**src/rtl/crossy_pkg.sv**
```systemverilog
// Shared types for the Crossy Roads player logic: move directions, sequencer states
// and the grid size that the renderer also uses.
package crossy_pkg;

    localparam int GRID_W_DEFAULT = 16;
    localparam int GRID_H_DEFAULT = 16;

    typedef enum logic [1:0] {
        DIR_UP    = 2'd0,
        DIR_DOWN  = 2'd1,
        DIR_LEFT  = 2'd2,
        DIR_RIGHT = 2'd3
    } dir_t;

    typedef enum logic {
        IDLE     = 1'b0,
        COOLDOWN = 1'b1
    } state_t;

endpackage

```
**src/rtl/release_pulse.sv**
```systemverilog
// Release-edge detector for one already-synchronized button.
// The pulse is high for the cycle in which the button reads low after having been high.
module release_pulse (
    input  logic clk,
    input  logic reset,
    input  logic btn,
    output logic pulse
);

    logic prev;

    always_ff @(posedge clk) begin
        if (reset) begin
            prev <= 1'b0;
        end else begin
            prev <= btn;
        end
    end

    assign pulse = prev & ~btn;

endmodule

```
**src/rtl/player_move_sequencer.sv**
```systemverilog
// Converts four direction buttons into rate-limited, round-robin arbitrated player moves,
// keeps the clamped player position and the furthest-row progress score.
module player_move_sequencer
    import crossy_pkg::*;
#(
    parameter int GRID_W       = GRID_W_DEFAULT,
    parameter int GRID_H       = GRID_H_DEFAULT,
    parameter int START_X      = 7,
    parameter int START_Y      = 15,
    parameter int COOLDOWN_CYC = 4
) (
    input  logic                      clk,
    input  logic                      reset,
    input  logic                      en,
    input  logic                      respawn,
    input  logic                      btn_up,
    input  logic                      btn_down,
    input  logic                      btn_left,
    input  logic                      btn_right,
    output logic [$clog2(GRID_W)-1:0] pos_x,
    output logic [$clog2(GRID_H)-1:0] pos_y,
    output logic                      move_valid,
    output dir_t                      move_dir,
    output logic                      blocked,
    output logic                      busy,
    output logic [7:0]                score
);

    localparam int XW = $clog2(GRID_W);
    localparam int YW = $clog2(GRID_H);
    localparam int CW = $clog2(COOLDOWN_CYC + 1);

    logic [3:0]    btn_vec;
    logic [3:0]    pulse;
    logic [3:0]    pending;
    logic [3:0]    req;
    logic [3:0]    grant_mask;
    logic [2:0]    pick;
    logic          grant_found;
    dir_t          grant_dir;
    dir_t          rr_ptr;
    state_t        state;
    logic [CW-1:0] cnt;
    logic [YW-1:0] best_y;
    logic [XW-1:0] next_x;
    logic [YW-1:0] next_y;
    logic          hit_edge;

    // Returns {found, dir}: first requesting direction at or after ptr, wrapping mod 4.
    function automatic logic [2:0] rr_pick(input logic [3:0] r, input dir_t ptr);
        logic [2:0] result;
        logic [1:0] idx;
        result = 3'b000;
        for (int i = 3; i >= 0; i--) begin
            idx = ptr + 2'(i);
            if (r[idx]) begin
                result = {1'b1, idx};
            end
        end
        return result;
    endfunction

    function automatic logic [7:0] sat_inc(input logic [7:0] s);
        return (s == 8'hFF) ? s : s + 8'd1;
    endfunction

    assign btn_vec = {btn_right, btn_left, btn_down, btn_up};

    for (genvar d = 0; d < 4; d++) begin : g_edge
        release_pulse u_release (
            .clk   (clk),
            .reset (reset),
            .btn   (btn_vec[d]),
            .pulse (pulse[d])
        );
    end

    assign req         = en ? (pending | pulse) : 4'b0000;
    assign pick        = rr_pick(req, rr_ptr);
    assign grant_found = pick[2];
    assign grant_dir   = dir_t'(pick[1:0]);
    assign grant_mask  = 4'b0001 << pick[1:0];
    assign busy        = (state == COOLDOWN);

    // Target square for the candidate grant; an off-grid target leaves the position alone.
    always_comb begin
        next_x   = pos_x;
        next_y   = pos_y;
        hit_edge = 1'b0;
        case (grant_dir)
            DIR_UP: begin
                if (pos_y == '0) hit_edge = 1'b1;
                else             next_y   = pos_y - YW'(1);
            end
            DIR_DOWN: begin
                if (pos_y == YW'(GRID_H - 1)) hit_edge = 1'b1;
                else                          next_y   = pos_y + YW'(1);
            end
            DIR_LEFT: begin
                if (pos_x == '0) hit_edge = 1'b1;
                else             next_x   = pos_x - XW'(1);
            end
            DIR_RIGHT: begin
                if (pos_x == XW'(GRID_W - 1)) hit_edge = 1'b1;
                else                          next_x   = pos_x + XW'(1);
            end
            default: hit_edge = 1'b0;
        endcase
    end

    always_ff @(posedge clk) begin
        if (reset) begin
            pos_x      <= XW'(START_X);
            pos_y      <= YW'(START_Y);
            best_y     <= YW'(START_Y);
            score      <= 8'd0;
            move_valid <= 1'b0;
            blocked    <= 1'b0;
            move_dir   <= DIR_UP;
            pending    <= 4'b0000;
            rr_ptr     <= DIR_UP;
            state      <= IDLE;
            cnt        <= '0;
        end else begin
            move_valid <= 1'b0;
            blocked    <= 1'b0;
            if (respawn) begin
                // Any grant that would have happened this cycle is dropped.
                pos_x   <= XW'(START_X);
                pos_y   <= YW'(START_Y);
                best_y  <= YW'(START_Y);
                pending <= 4'b0000;
                state   <= IDLE;
            end else if (!en) begin
                pending <= 4'b0000;
                state   <= IDLE;
            end else begin
                case (state)
                    IDLE: begin
                        if (grant_found) begin
                            move_valid <= 1'b1;
                            move_dir   <= grant_dir;
                            blocked    <= hit_edge;
                            pos_x      <= next_x;
                            pos_y      <= next_y;
                            if (grant_dir == DIR_UP && !hit_edge && next_y < best_y) begin
                                best_y <= next_y;
                                score  <= sat_inc(score);
                            end
                            pending <= req & ~grant_mask;
                            rr_ptr  <= dir_t'(pick[1:0] + 2'd1);
                            cnt     <= CW'(COOLDOWN_CYC);
                            state   <= COOLDOWN;
                        end else begin
                            pending <= req;
                        end
                    end
                    COOLDOWN: begin
                        pending <= req;
                        cnt     <= cnt - CW'(1);
                        if (cnt == CW'(1)) begin
                            state <= IDLE;
                        end
                    end
                    default: state <= IDLE;
                endcase
            end
        end
    end

endmodule

```
**config.mk**
```make
export PLATFORM = sky130hd
export DESIGN_NAME = player_move_sequencer
export DESIGN_NICKNAME = d
export VERILOG_FILES = /design/src/rtl/crossy_pkg.sv /design/src/rtl/release_pulse.sv /design/src/rtl/player_move_sequencer.sv
export SDC_FILE = /design/constraint.sdc
export NUM_CORES = 1
export LEC_CHECK = 0
export ABC_AREA = 0
export BUFFER_PORTS_ARGS = -buffer_cell sky130_fd_sc_hd__buf_2
export CAP_MARGIN = 5
export CORE_ASPECT_RATIO = 0.7
export CORE_MARGIN = 1.5
export CORE_UTILIZATION = 55
export CTS_CLUSTER_SIZE = 12
export DETAILED_ROUTE_END_ITERATION = 8
export GPL_TIMING_DRIVEN = 0
export PLACE_DENSITY_LB_ADDON = 0.12
export SETUP_SLACK_MARGIN = 0.02
export SYNTH_ARGS = -nofsm -noshare
export SYNTH_HDL_FRONTEND = slang
export SYNTH_SLANG_ARGS = --single-unit
```
**constraint.sdc**
```tcl
create_clock -name clk -period 4.93 [get_ports clk]
set_input_delay 0.7395 -clock clk [delete_from_list [all_inputs] [get_ports clk]]
set_output_delay 0.7395 -clock clk [all_outputs]
set_load 0.01 [all_outputs]
```
# Word level (Yosys, flattened, before mapping)
# Index checks and enable logic that the tools add are counted.
# word_totals
reg_bits	38
in_bits	8
out_inout_bits	21
# classes
n_addsub	10
order_cmp	5
eq_ne	10
shifts	1
mux	31
bitwise_logic	16
n_reduce_logical	17
# op_table
cell	n
$mux W4	6
$pmux W4 S2	3
$mux W3	5
$lt A2 B3 Y1 const B	4
$reduce_and A6 Y1	2
$mux W1	10
$not A1 Y1	9
$add A4 B1 Y4 const B	2
$add A8 B1 Y8 const B	1
$bmux W1 S2	4
$eq A4 B4 Y1 const B	2
$eq A8 B8 Y1 const B	1
$logic_not A4 Y1	2
$reduce_and A4 Y1	2
$sub A4 B1 Y4 const B	2
$ne A2 B2 Y1 const B	3
$pmux W3 S2	1
$reduce_and A3 Y1	2
$reduce_or A5 Y1	1
$add A2 B1 Y2 const B	2
$add A2 B2 Y2 const B	2
$and A1 B1 Y1	4
$and A4 B4 Y4	1
$eq A2 B2 Y1 const B	2
16 further kinds	17

# Logic depth before layout (Yosys ltp)
# Gate-level depths: netlist of the first run.
# logic_depth
ltp_word	16
depth_mapped	19
ltp_nobuf	18

# Hierarchy
# From an unflattened synthesis of the first run, not the netlist that was laid out.
# hier_totals
hier_cells	252
area_unflattened_um2	2238.4
# modules_own_cells
mod	instances	cells_per_inst	area_per_inst_um2
player_move_sequencer	1	240	2098.3
release_pulse	4	3	35.0

# Least setup slack after synthesis of the first run
# Ideal clock, no wire load.
# synth_path
path_kind	input to register
from	in en
to	reg score[4]
setup_ps	71
arrival_ps	4373
required_time_ps	4859
path_slack_ps	486
path_stages	18
path_cell_list	clkbuf_1 > o21ai_0 > o221ai_1 > a21oi_1 > inv_1 > ha_1 > inv_1 > or4_1 > o21ai_0 > o2bb2ai_1 > ha_1 > a21o_1 > a2111o_1 > a21oi_2 > o211ai_2 > buf_6 > or3_1 > a21oi_1
# synth_between
elab_cells_between_ends	24
classes_between	order compare: 1; eq/ne: 3; mux: 15; reduce/logical: 5
# synth_rtl
item	line_no	source
from (decl)	player_move_sequencer.sv:14	input logic en,
$mux W4 (*)	player_move_sequencer.sv:78	assign req = en ? (pending | pulse) : 4'b0000;
$bmux W1 S2	player_move_sequencer.sv:56	if (r[idx]) begin
$mux W1 (implied by the code)	player_move_sequencer.sv:56	
$mux W3 (3 in a row)	player_move_sequencer.sv:56	
$mux W3 (*)	player_move_sequencer.sv:56	
net pick[0]	player_move_sequencer.sv:38	logic [2:0] pick;
$eq A2 B1 Y1 or $logic_not A2 Y1 (tied branches)	player_move_sequencer.sv:90	case (grant_dir)
$pmux W4 S2 (*)	player_move_sequencer.sv:90	
net next_y[3]	player_move_sequencer.sv:46	logic [YW-1:0] next_y;
$lt A4 B4 Y1 (*)	player_move_sequencer.sv:146	if (grant_dir == DIR_UP && !hit_edge && next_y < best_y) begin
$logic_and A1 B1 Y1 (*)	player_move_sequencer.sv:146	
$reduce_and A6 Y1 (no line) (*)	-	
to (signal assigned)	player_move_sequencer.sv:148	score <= sat_inc(score);
to (decl)	player_move_sequencer.sv:26	output logic [7:0] score
# The timed path passes the listed nets; every way through them passes the cells marked *. The select of a mux whose other input is x is not followed.
# A chain may end at the register's enable or synchronous reset.

# Worst setup path after layout of the first run
# layout_path
from	in btn_down
to	reg score[7]
# layout_between
elab_cells_between_ends	27
classes_between	order compare: 1; eq/ne: 3; mux: 15; bitwise: 3; reduce/logical: 5
# layout_rtl
item	line_no	source
from (decl)	player_move_sequencer.sv:17	input logic btn_down,
$not A1 Y1 (*)	release_pulse.sv:20	assign pulse = prev & ~btn;
$and A1 B1 Y1 (*)	release_pulse.sv:20	
$or A4 B4 Y4 (*)	player_move_sequencer.sv:78	
$mux W4 (*)	player_move_sequencer.sv:78	
$bmux W1 S2	player_move_sequencer.sv:56	
$mux W1 (implied by the code)	player_move_sequencer.sv:56	
$mux W3 (3 in a row)	player_move_sequencer.sv:56	
$mux W3 (*)	player_move_sequencer.sv:56	
net pick[1]	player_move_sequencer.sv:38	
$eq A2 B1 Y1 or $logic_not A2 Y1 (tied branches)	player_move_sequencer.sv:90	
$pmux W4 S2 (*)	player_move_sequencer.sv:90	
net next_y[3]	player_move_sequencer.sv:46	
$lt A4 B4 Y1 (*)	player_move_sequencer.sv:146	
$logic_and A1 B1 Y1 (*)	player_move_sequencer.sv:146	
$reduce_and A6 Y1 (no line) (*)	-	
# Marks and branches as above.

==> results of run 1 <==
-- cell families after synthesis --
group,count (synthesis),share of synthesized area
compound gates,74,0.245
simple gates,77,0.203
flops,38,0.359
mux,3,0.0142
fa+ha+maj,15,0.0921
buf+inv,26,0.0667
xor+xnor,5,0.0207
-- metal layers --
metal	vias up	GRT usage	part of all wire
li1	948	-	-
met1	835	0.315	0.51
met2	63	0.336	0.41
met3	10	0.0574	0.060
met4	0	0.0970	0.018
met5	-	0	0
-- synthesized netlist by cell type, types with 2 or more instances --
library cell | instances | area, sq um
dfxtp_1 | 38 | 761
inv_1 | 16 | 60.1
ha_1 | 14 | 175
nor2_1 | 13 | 48.8
o21ai_0 | 13 | 65.1
nand2_1 | 12 | 45.0
a21oi_1 | 11 | 55.1
nor2b_1 | 10 | 62.6
o211ai_1 | 9 | 67.6
nand3_1 | 8 | 40.0
a211oi_1 | 7 | 52.6
buf_6 | 5 | 56.3
nand2b_1 | 5 | 31.3
nand4_1 | 5 | 31.3
o31ai_1 | 5 | 37.5
nor3_1 | 4 | 20.0
or4_1 | 4 | 30.0
a21o_1 | 3 | 22.5
a31oi_1 | 3 | 18.8
clkbuf_1 | 3 | 11.3
mux2i_1 | 3 | 30.0
nor4_1 | 3 | 18.8
o21a_1 | 3 | 22.5
or3_1 | 3 | 18.8
xor2_1 | 3 | 26.3
a21oi_2 | 2 | 17.5
nand4b_1 | 2 | 17.5
o2111a_1 | 2 | 22.5
o22ai_1 | 2 | 12.5
or2_2 | 2 | 12.5
or4b_2 | 2 | 20.0
xnor2_1 | 2 | 17.5
-- per-stage QoR --
step                area (sq um)  TNS, ns
floorplan                   2120        0
global placement            2320   -0.762
detailed placement          2320   -0.811
CTS                         2420        0
global route                2420        0
finish                      2420        0
-- final cells by class --
class / count / share of cell area
Clock inverter: 2 / 0.00518
Multi-Input combinational cell: 174 / 0.505
Inverter: 16 / 0.0248
Sequential cell: 38 / 0.315
Timing Repair Buffer: 28 / 0.0580
Tap cell: 50 / 0.0259
Clock buffer: 6 / 0.0342
Buffer: 9 / 0.0321
-- tightest hold or removal path, stage by stage (launching register included) --
cell and delay (ns):
dfxtp_1 0.31, inv_1 0.06, a31oi_1 0.07
-- what timing repair did --
action	4_1_cts	5_1_grt
endpoints found under the setup margin	0	12
endpoints found under the hold margin	0	0
buffers inserted	0	0
resized for setup	0	4
-- path summary, 6_finish.rpt --
kind | depth (start not counted) | end
hold / removal | 2 | best_y[3]
setup reg to reg | 17 | score[7]
hold reg to reg | 2 | best_y[3]
setup / recovery | 19 | score[7]
-- where the power goes --
group	internal (W)	leakage (nW)	switching, W
Clock	0.000113	0.0472	0.000118
Sequential	0.000314	0.309	0.00000558
Combinational	0.0000369	0.628	0.0000563
-- registers in the layout (all words and copies together), names as in the netlist, 2 cells and up --
register	flops
best_y	4
cnt	3
pos_y	4
pending	4
rr_ptr	2
g_edge.u_release.prev	4
move_dir	2
pos_x	4
score	8
==> results_dict.tcl, run 1 <==
set metrics [dict create \
    status "completed" \
    overflow 0 \
    final_cell_mix "dfxtp_1, buf_2, inv_1" \
    finalSetupViolCount 0 \
    vias 1856 \
    placedCellCount 316 \
    first_pass_iters 4 \
    endpoint_kind "flop" \
    syn_inst 238 \
    critPathTopFamily "compound AO/OA/AOI/OAI gates" \
    ys_types 53 \
    routedWlPerCell_um 13.9 \
    tightest_slew_ns 0.560 \
    die_x_um 77.2 \
    coreArea_sq_mm 0.00360 \
    worst_slack_ns 0.461 \
    cts_sinks 38 \
    portBuffers 28 \
    worstSetupStartpoint "btn_down" \
    dp_hpwl_um 3270 \
    seq_area_sq_um 761 \
    syn2layout_area_growth_pct 14.1 \
    drv_cap 0 \
    postSynth.asyncResetShare 0 \
    ys_ff_latch 38 \
    max_stage_delay_ns 0.50 \
    r2r_slack_ns 0.68 \
    ios 29 \
    hold_buffers 0 \
    clock_path_buffers 2 \
    num_rows 18 \
    r2r-start "g_edge[3].u_release.prev" \
    routabilityCongestion 0.814 \
    cts_tree "built" \
    grtUsageTotal 0.226 \
    synthFlopType "dfxtp_1" \
    syn_area_sq_mm 0.00212 \
    fin_crit_sh 0.906 \
    synth_nets 261 \
    mostFrequentLayoutCell "dfxtp_1" \
    first_iter_violations 122 \
    drv_slew 0 \
    die_area_sq_mm 0.00424 \
    start_kind "input pin" \
    fin_util 0.671 \
    worstPathMaxFanout 7 \
    initial_core_util 0.588 \
    nets 295 \
    die_h_um 54.9 \
    hold_viol 0 \
    rsz0062_at_grt "no" \
    cts_buffers 5 \
    hold_ws_ns 0.486 \
    path_cells "buf_2 -> nor2b_1 -> o21ai_1 -> a21boi_0 -> o21a_1 -> nor2_1 -> inv_1 -> ha_2 -> inv_1 -> or4_1 -> o21ai_0 -> o2bb2ai_1 -> ha_1 -> a21o_1 -> a2111o_1 -> a21oi_2 -> o211ai_2 -> or4_1 -> a21oi_1" \
    worstSetupPathType "in2reg" \
    p_per_area_mw_per_mm2 266 \
    wl_um 4490 \
    drive_gt1_frac 0.187 \
    power_leakage_nw 0.984 \
    fillers 300 \
    synth_edf_count 0 \
    power_w 0.000643 \
    cts-root-buf "clkbuf_8" \
    clk_pin_slew_ns 0.08 \
    path_buf_inv 3 \
    finClkSkew_ns 0.0109 \
    clock_latency_ns 0.30 \
    drc 0 \
    via_per_inst 5.75 \
    multi_input_area_sq_mm 0.00122 \
    hp-start "best_y[3]" \
    layout.cells.non_filler 323 \
    cp.arrival_ns 4.70 \
    ant_nets 0 \
    hold_class "reg2reg" \
    place_ws_ns -0.190 \
    yosysWarnings 0 \
    grt_antenna_before_repair 0 \
    crit_slowest_cell "or4_1" \
    relSlewSlack 0.627 \
    period_needed_ns 4.47 \
    grt_first_pass_wirelength_um 7310 \
    cts_max_level 2 \
    timing.fmax_ghz 0.224 \
    diodes 0 \
    syn_area_per_cell_sq_um 8.90 \
    grt_max_degree 13 \
    grt_pass1_vias 1526 \
    yosysSeqAreaShare 0.359 \
    required_ns 5.16 \
    peakVddDrop_mv 0.161 \
]
Note: power is estimated with default switching activity, not from simulation.
==> inputs of run 2 (changes only) <==
RECOVER_POWER = 50   (was not set)
SYNTH_HIERARCHICAL = 1   (was not set)
==> run 2 against run 1 <==
  * Combinational power rose by 18%
  * Global-route usage up 1.5 points
  * Register-to-register slack lost 0.18 ns
  * Worst hold slack worse by 0.017 ns
  * Routed wire length is 11% higher
  * Largest cell class unchanged
==> results_dict.tcl, run 2 <==
set metrics [dict create \
    grt_pass1_vias 1706 \
    cts_tree "built" \
    worstPathMaxFanout 10 \
    grtUsageTotal 0.241 \
    grt_first_pass_wirelength_um 8340 \
    clock_path_buffers 2 \
    grt_antenna_before_repair 0 \
    synth_top_area_cell "dfxtp_1" \
    cts_buffers 5 \
    required_ns 5.11 \
    hold_class "reg2reg" \
    synth_edf_count 0 \
    hold_viol 0 \
    status "completed" \
    syn_inst 252 \
    die_h_um 56.4 \
    fin_tns_setup_ns 0 \
    clk_pin_slew_ns 0.08 \
    initial_core_util 0.571 \
    cts_sinks 38 \
    cts-root-buf "clkbuf_8" \
    clock_latency_ns 0.29 \
    synth_area_leaders "dfxtp_1, ha_1, nor2_1, mux2i_1, a21oi_1" \
    finalSetupViolCount 0 \
    drv_slew 0 \
    fin_crit_sh 0.930 \
    syn_area_per_cell_sq_um 8.88 \
    ant_nets 0 \
    regMostFlops "score" \
    routedWlPerCell_um 14.6 \
    yosysTopAreaCellShare 0.340 \
    cp.arrival_ns 4.77 \
    final_cell_mix "dfxtp_1, clkbuf_1, nor2_1" \
    ys_types 55 \
    largest_register_ffs 8 \
    yosys.cell_count.top_type "dfxtp_1" \
    synth_nets 275 \
    drive_gt1_frac 0.118 \
    yosysSeqAreaShare 0.340 \
    drc 0 \
    postCtsSetupBuffers 0 \
    cts_max_level 2 \
    yosysWarnings 6 \
    rsz0062_at_grt "yes" \
    nets 310 \
    first_iter_violations 119 \
    ys_ff_latch 38 \
    p_per_area_mw_per_mm2 275 \
    synthFlopType "dfxtp_1" \
    peakVddDrop_mv 0.201 \
    die_area_sq_mm 0.00447 \
    wl_um 4980 \
    diodes 0 \
    dp_hpwl_um 3700 \
    grt_max_degree 12 \
    placedCellCount 332 \
    timing.fmax_ghz 0.218 \
    finClkSkew_ns 0.00726 \
    syn2layout_area_growth_pct 11.9 \
    start_kind "input pin" \
    routabilityCongestion 0.859 \
    layout.cells.non_filler 340 \
    postSynth.asyncResetShare 0 \
    fin_util 0.639 \
    synth_common_cells "dfxtp_1, nor2_1, inv_1" \
    first_pass_iters 4 \
    hold_buffers 0 \
    syn_area_sq_mm 0.00224 \
    coreArea_sq_mm 0.00392 \
    power_leakage_nw 0.991 \
    worstSetupPathType "in2reg" \
    tightest_slew_ns 0.945 \
    portBuffers 28 \
    num_rows 19 \
    via_per_inst 5.88 \
    die_x_um 79.3 \
    vias 1999 \
    relSlewSlack 0.367 \
    overflow 0 \
    drv_cap 0 \
    mostFrequentLayoutCell "dfxtp_1" \
    ios 29 \
    endpoint_kind "flop" \
    period_needed_ns 4.59 \
]
## run 2: logic make-up after synthesis
kind of cell / share of synthesized area
mux: 0.0458
compound gates: 0.199
buf+inv: 0.0531
xor+xnor: 0.0157
flops: 0.340
simple gates: 0.259
fa+ha+maj: 0.0872
## run 2: final timing paths
check / startpoint / endpoint / slack [ns] / cells past startpoint
setup / recovery: btn_up / score[7] / 0.34 / 17
hold / removal: move_dir[0] / move_dir[0] / 0.47 / 2
setup reg to reg: g_edge[0].u_release/prev / score[7] / 0.50 / 16
hold reg to reg: move_dir[0] / move_dir[0] / 0.47 / 2
## run 2: area by class of cell
class | instances | area, sq um
Fill cell | 348 | 1420
Multi-Input combinational cell | 188 | 1340
Sequential cell | 38 | 761
Timing Repair Buffer | 28 | 113
Clock buffer | 7 | 76.3
Tap cell | 52 | 65.1
Inverter | 16 | 60.1
Buffer | 10 | 58.8
Clock inverter | 1 | 30.0
## run 2: what timing repair did
item                                    in CTS  in global routing
endpoints found under the hold margin        0                  0
endpoints found under the setup margin       0                 11
resized for setup                            0                  2
## run 2: routing by layer
layer  track usage  share of wire  routed length [um]
met2         0.335           0.44                2190
met3        0.0520          0.056                 279
met4        0.0852          0.011                  57
met1         0.364           0.49                2450
met5             0              0                   0
## run 2: worst max-delay path, cell delays in order
cell and delay (ns):
buf_2 0.09, nor2b_1 0.05, o21ai_0 0.41, o221ai_1 0.19, a2bb2oi_1 0.44, inv_1 0.15, ha_1 0.25, buf_2 0.19
a31o_2 0.23, a211oi_1 0.22, o221ai_1 0.26, ha_1 0.27, and3b_1 0.21, a41oi_1 0.13, o31a_1 0.22, nor4_1 0.35
mux2_2 0.37
## run 2: stage by stage
step	total power [W]	cell area [sq um]	worst slack, ns	hold slack (ns)
CTS	0.000695	2550	0.349	0.471
global route	0.000720	2500	0.00357	0.490
finish	0.000689	2500	0.343	0.469
global placement	0.000436	2440	0.0992	0.449
floorplan	0.000409	2240	0.803	0.454
detailed placement	0.000438	2440	0.0854	0.460
## run 2: report_power, final
group	internal, W	leakage [nW]	switching (W)
combinational	0.0000434	0.630	0.0000670
sequential	0.000314	0.309	0.00000525
clock	0.000151	0.0524	0.000108
total	0.000509	0.991	0.000180
==> inputs of run 3 (changes only) <==
CELL_PAD_IN_SITES_DETAIL_PLACEMENT = 0   (was not set)
CELL_PAD_IN_SITES_GLOBAL_PLACEMENT = 1   (was not set)
CORE_UTILIZATION = 44   (was 55)
==> run 3 against run 2 <==
  * Cell area is 3.1% higher
  * Critical path depth unchanged
  * Flip-flop and latch count did not move
  * Combinational power is essentially flat
  * Utilization is 10 points lower
  * Critical path type unchanged
  * Count of clock-buffer cells in the layout shrank 1
  * Routed wire length rose by 2.8%
  * Clock skew decreased by 0.0042 ns
  * Clock power rose by 28%
==> results_dict.tcl, run 3 (synthesis gave the netlist of run 2 again) <==
set metrics [dict create \
    start_kind "input pin" \
    endpoint_kind "flop" \
    finClkSkew_ns 0.00306 \
    clock_path_buffers 2 \
    max_stage_delay_ns 0.47 \
    power_leakage_nw 1.01 \
    grt_max_degree 13 \
    multi_input_area_sq_mm 0.00136 \
    fin_crit_sh 0.912 \
    drv_cap 0 \
    grt.met2_usage 0.268 \
    seq_area_sq_um 761 \
    coreArea_sq_mm 0.00483 \
    relSlewSlack 0.541 \
    syn2layout_area_growth_pct 15.4 \
    place_ws_ns 0.0500 \
    ios 29 \
    busiest_layer "met1" \
    portBuffers 28 \
    mostFrequentLayoutCell "dfxtp_1" \
    cts-root-buf "clkbuf_8" \
    status "completed" \
    cts_tree "built" \
    p_per_area_mw_per_mm2 296 \
    drv_slew 0 \
    vias 1918 \
    drive_gt1_frac 0.132 \
    wl_um 5120 \
    hold_ws_ns 0.459 \
    grtUsageTotal 0.197 \
    hold_buffers 0 \
    crit_slowest_cell "o21ai_0" \
    cts_sinks 38 \
    grt_pass1_vias 1738 \
    worst_slack_ns 0.432 \
    grt_antenna_before_repair 0 \
    initial_core_util 0.463 \
    die_h_um 62.7 \
    tightest_slew_ns 0.686 \
    die_x_um 88.3 \
    hold_class "reg2reg" \
    clk_pin_slew_ns 0.08 \
    hold_viol 0 \
    dp_hpwl_um 3720 \
    path_cells "buf_2 -> nor2b_1 -> o21ai_0 -> o221ai_1 -> a2bb2oi_2 -> inv_1 -> ha_1 -> buf_2 -> a31o_2 -> a211oi_1 -> o221ai_1 -> ha_1 -> and3b_1 -> a41oi_1 -> o31a_1 -> nor4_1 -> mux2_2" \
    timing.fmax_ghz 0.222 \
    worstSetupPathType "in2reg" \
    cts_max_level 2 \
    gr-usage-met3 0.0568 \
    grt_first_pass_wirelength_um 8470 \
    ant_nets 0 \
    cp.arrival_ns 4.68 \
    overflow 0 \
    nets 310 \
    via_per_inst 5.37 \
    rsz0062_at_grt "no" \
    fin_tns_setup_ns 0 \
    first_pass_iters 4 \
    postCtsSetupBuffers 0 \
    first_iter_violations 99 \
    routabilityCongestion 0.810 \
    drc 0 \
    met1_usage 0.297 \
    diodes 0 \
    num_rows 21 \
    worstPathMaxFanout 10 \
    regMostFlops "score" \
    finalSetupViolCount 0 \
    required_ns 5.12 \
    routedWlPerCell_um 14.3 \
    fillers 498 \
    period_needed_ns 4.50 \
    peakVddDrop_mv 0.127 \
    largest_register_ffs 8 \
    post_cts_resized 0 \
    die_area_sq_mm 0.00553 \
    final_cell_mix "dfxtp_1, clkbuf_1, nor2_1" \
    cts_buffers 5 \
    clock_latency_ns 0.29 \
]
run 3: report_power, final:
| group | internal [W] | total [W] | switching, W |
|---|---|---|---|
| sequential | 0.000314 | 0.000319 | 0.00000526 |
| combinational | 0.0000443 | 0.000113 | 0.0000687 |
| clock | 0.000216 | 0.000332 | 0.000116 |
run 3: stage by stage:
stage | utilization | instance area, sq um | instances | total power [W]
2_1_floorplan | - | 2240 | 252 | 0.000409
3_3_place_gp | 0.510 | 2460 | 349 | 0.000438
3_5_place_dp | 0.510 | 2460 | 349 | 0.000439
4_1_cts | 0.539 | 2610 | 357 | 0.000773
5_1_grt | 0.534 | 2580 | 357 | 0.000801
6_report | 0.534 | 2580 | 357 | 0.000765
run 3: final timing paths:
path         slack, ns           to  cells past startpoint                     start
min reg2reg       0.46  move_dir[0]                      2               move_dir[0]
max               0.43     score[7]                     17                  btn_left
min               0.46  move_dir[0]                      2               move_dir[0]
max reg2reg       0.58     score[7]                     16  g_edge[2].u_release/prev
run 3: critical path, delay by kind of cell:
kind / cells / cell delay (ns)
compound gates: 8 / 2.09
mux: 1 / 0.37
buf+inv: 3 / 0.39
fa+ha+maj: 2 / 0.48
simple gates: 3 / 0.61
run 3: per-layer routing:
layer	up-vias	wire length [um]
li1	988	-
met1	882	2770
met2	43	2040
met3	5	261
met4	0	48
met5	-	0
run 3: cell type report:
| class | count | share of cell area |
|---|---|---|
| plain buffers | 10 | 0.0228 |
| clock buffers | 6 | 0.0320 |
| clock inverters | 2 | 0.0233 |
| inverters | 16 | 0.0233 |
| multi-input cells | 188 | 0.527 |
| flip-flops and latches | 38 | 0.295 |
| well taps | 69 | 0.0334 |
| repair buffers | 28 | 0.0436 |
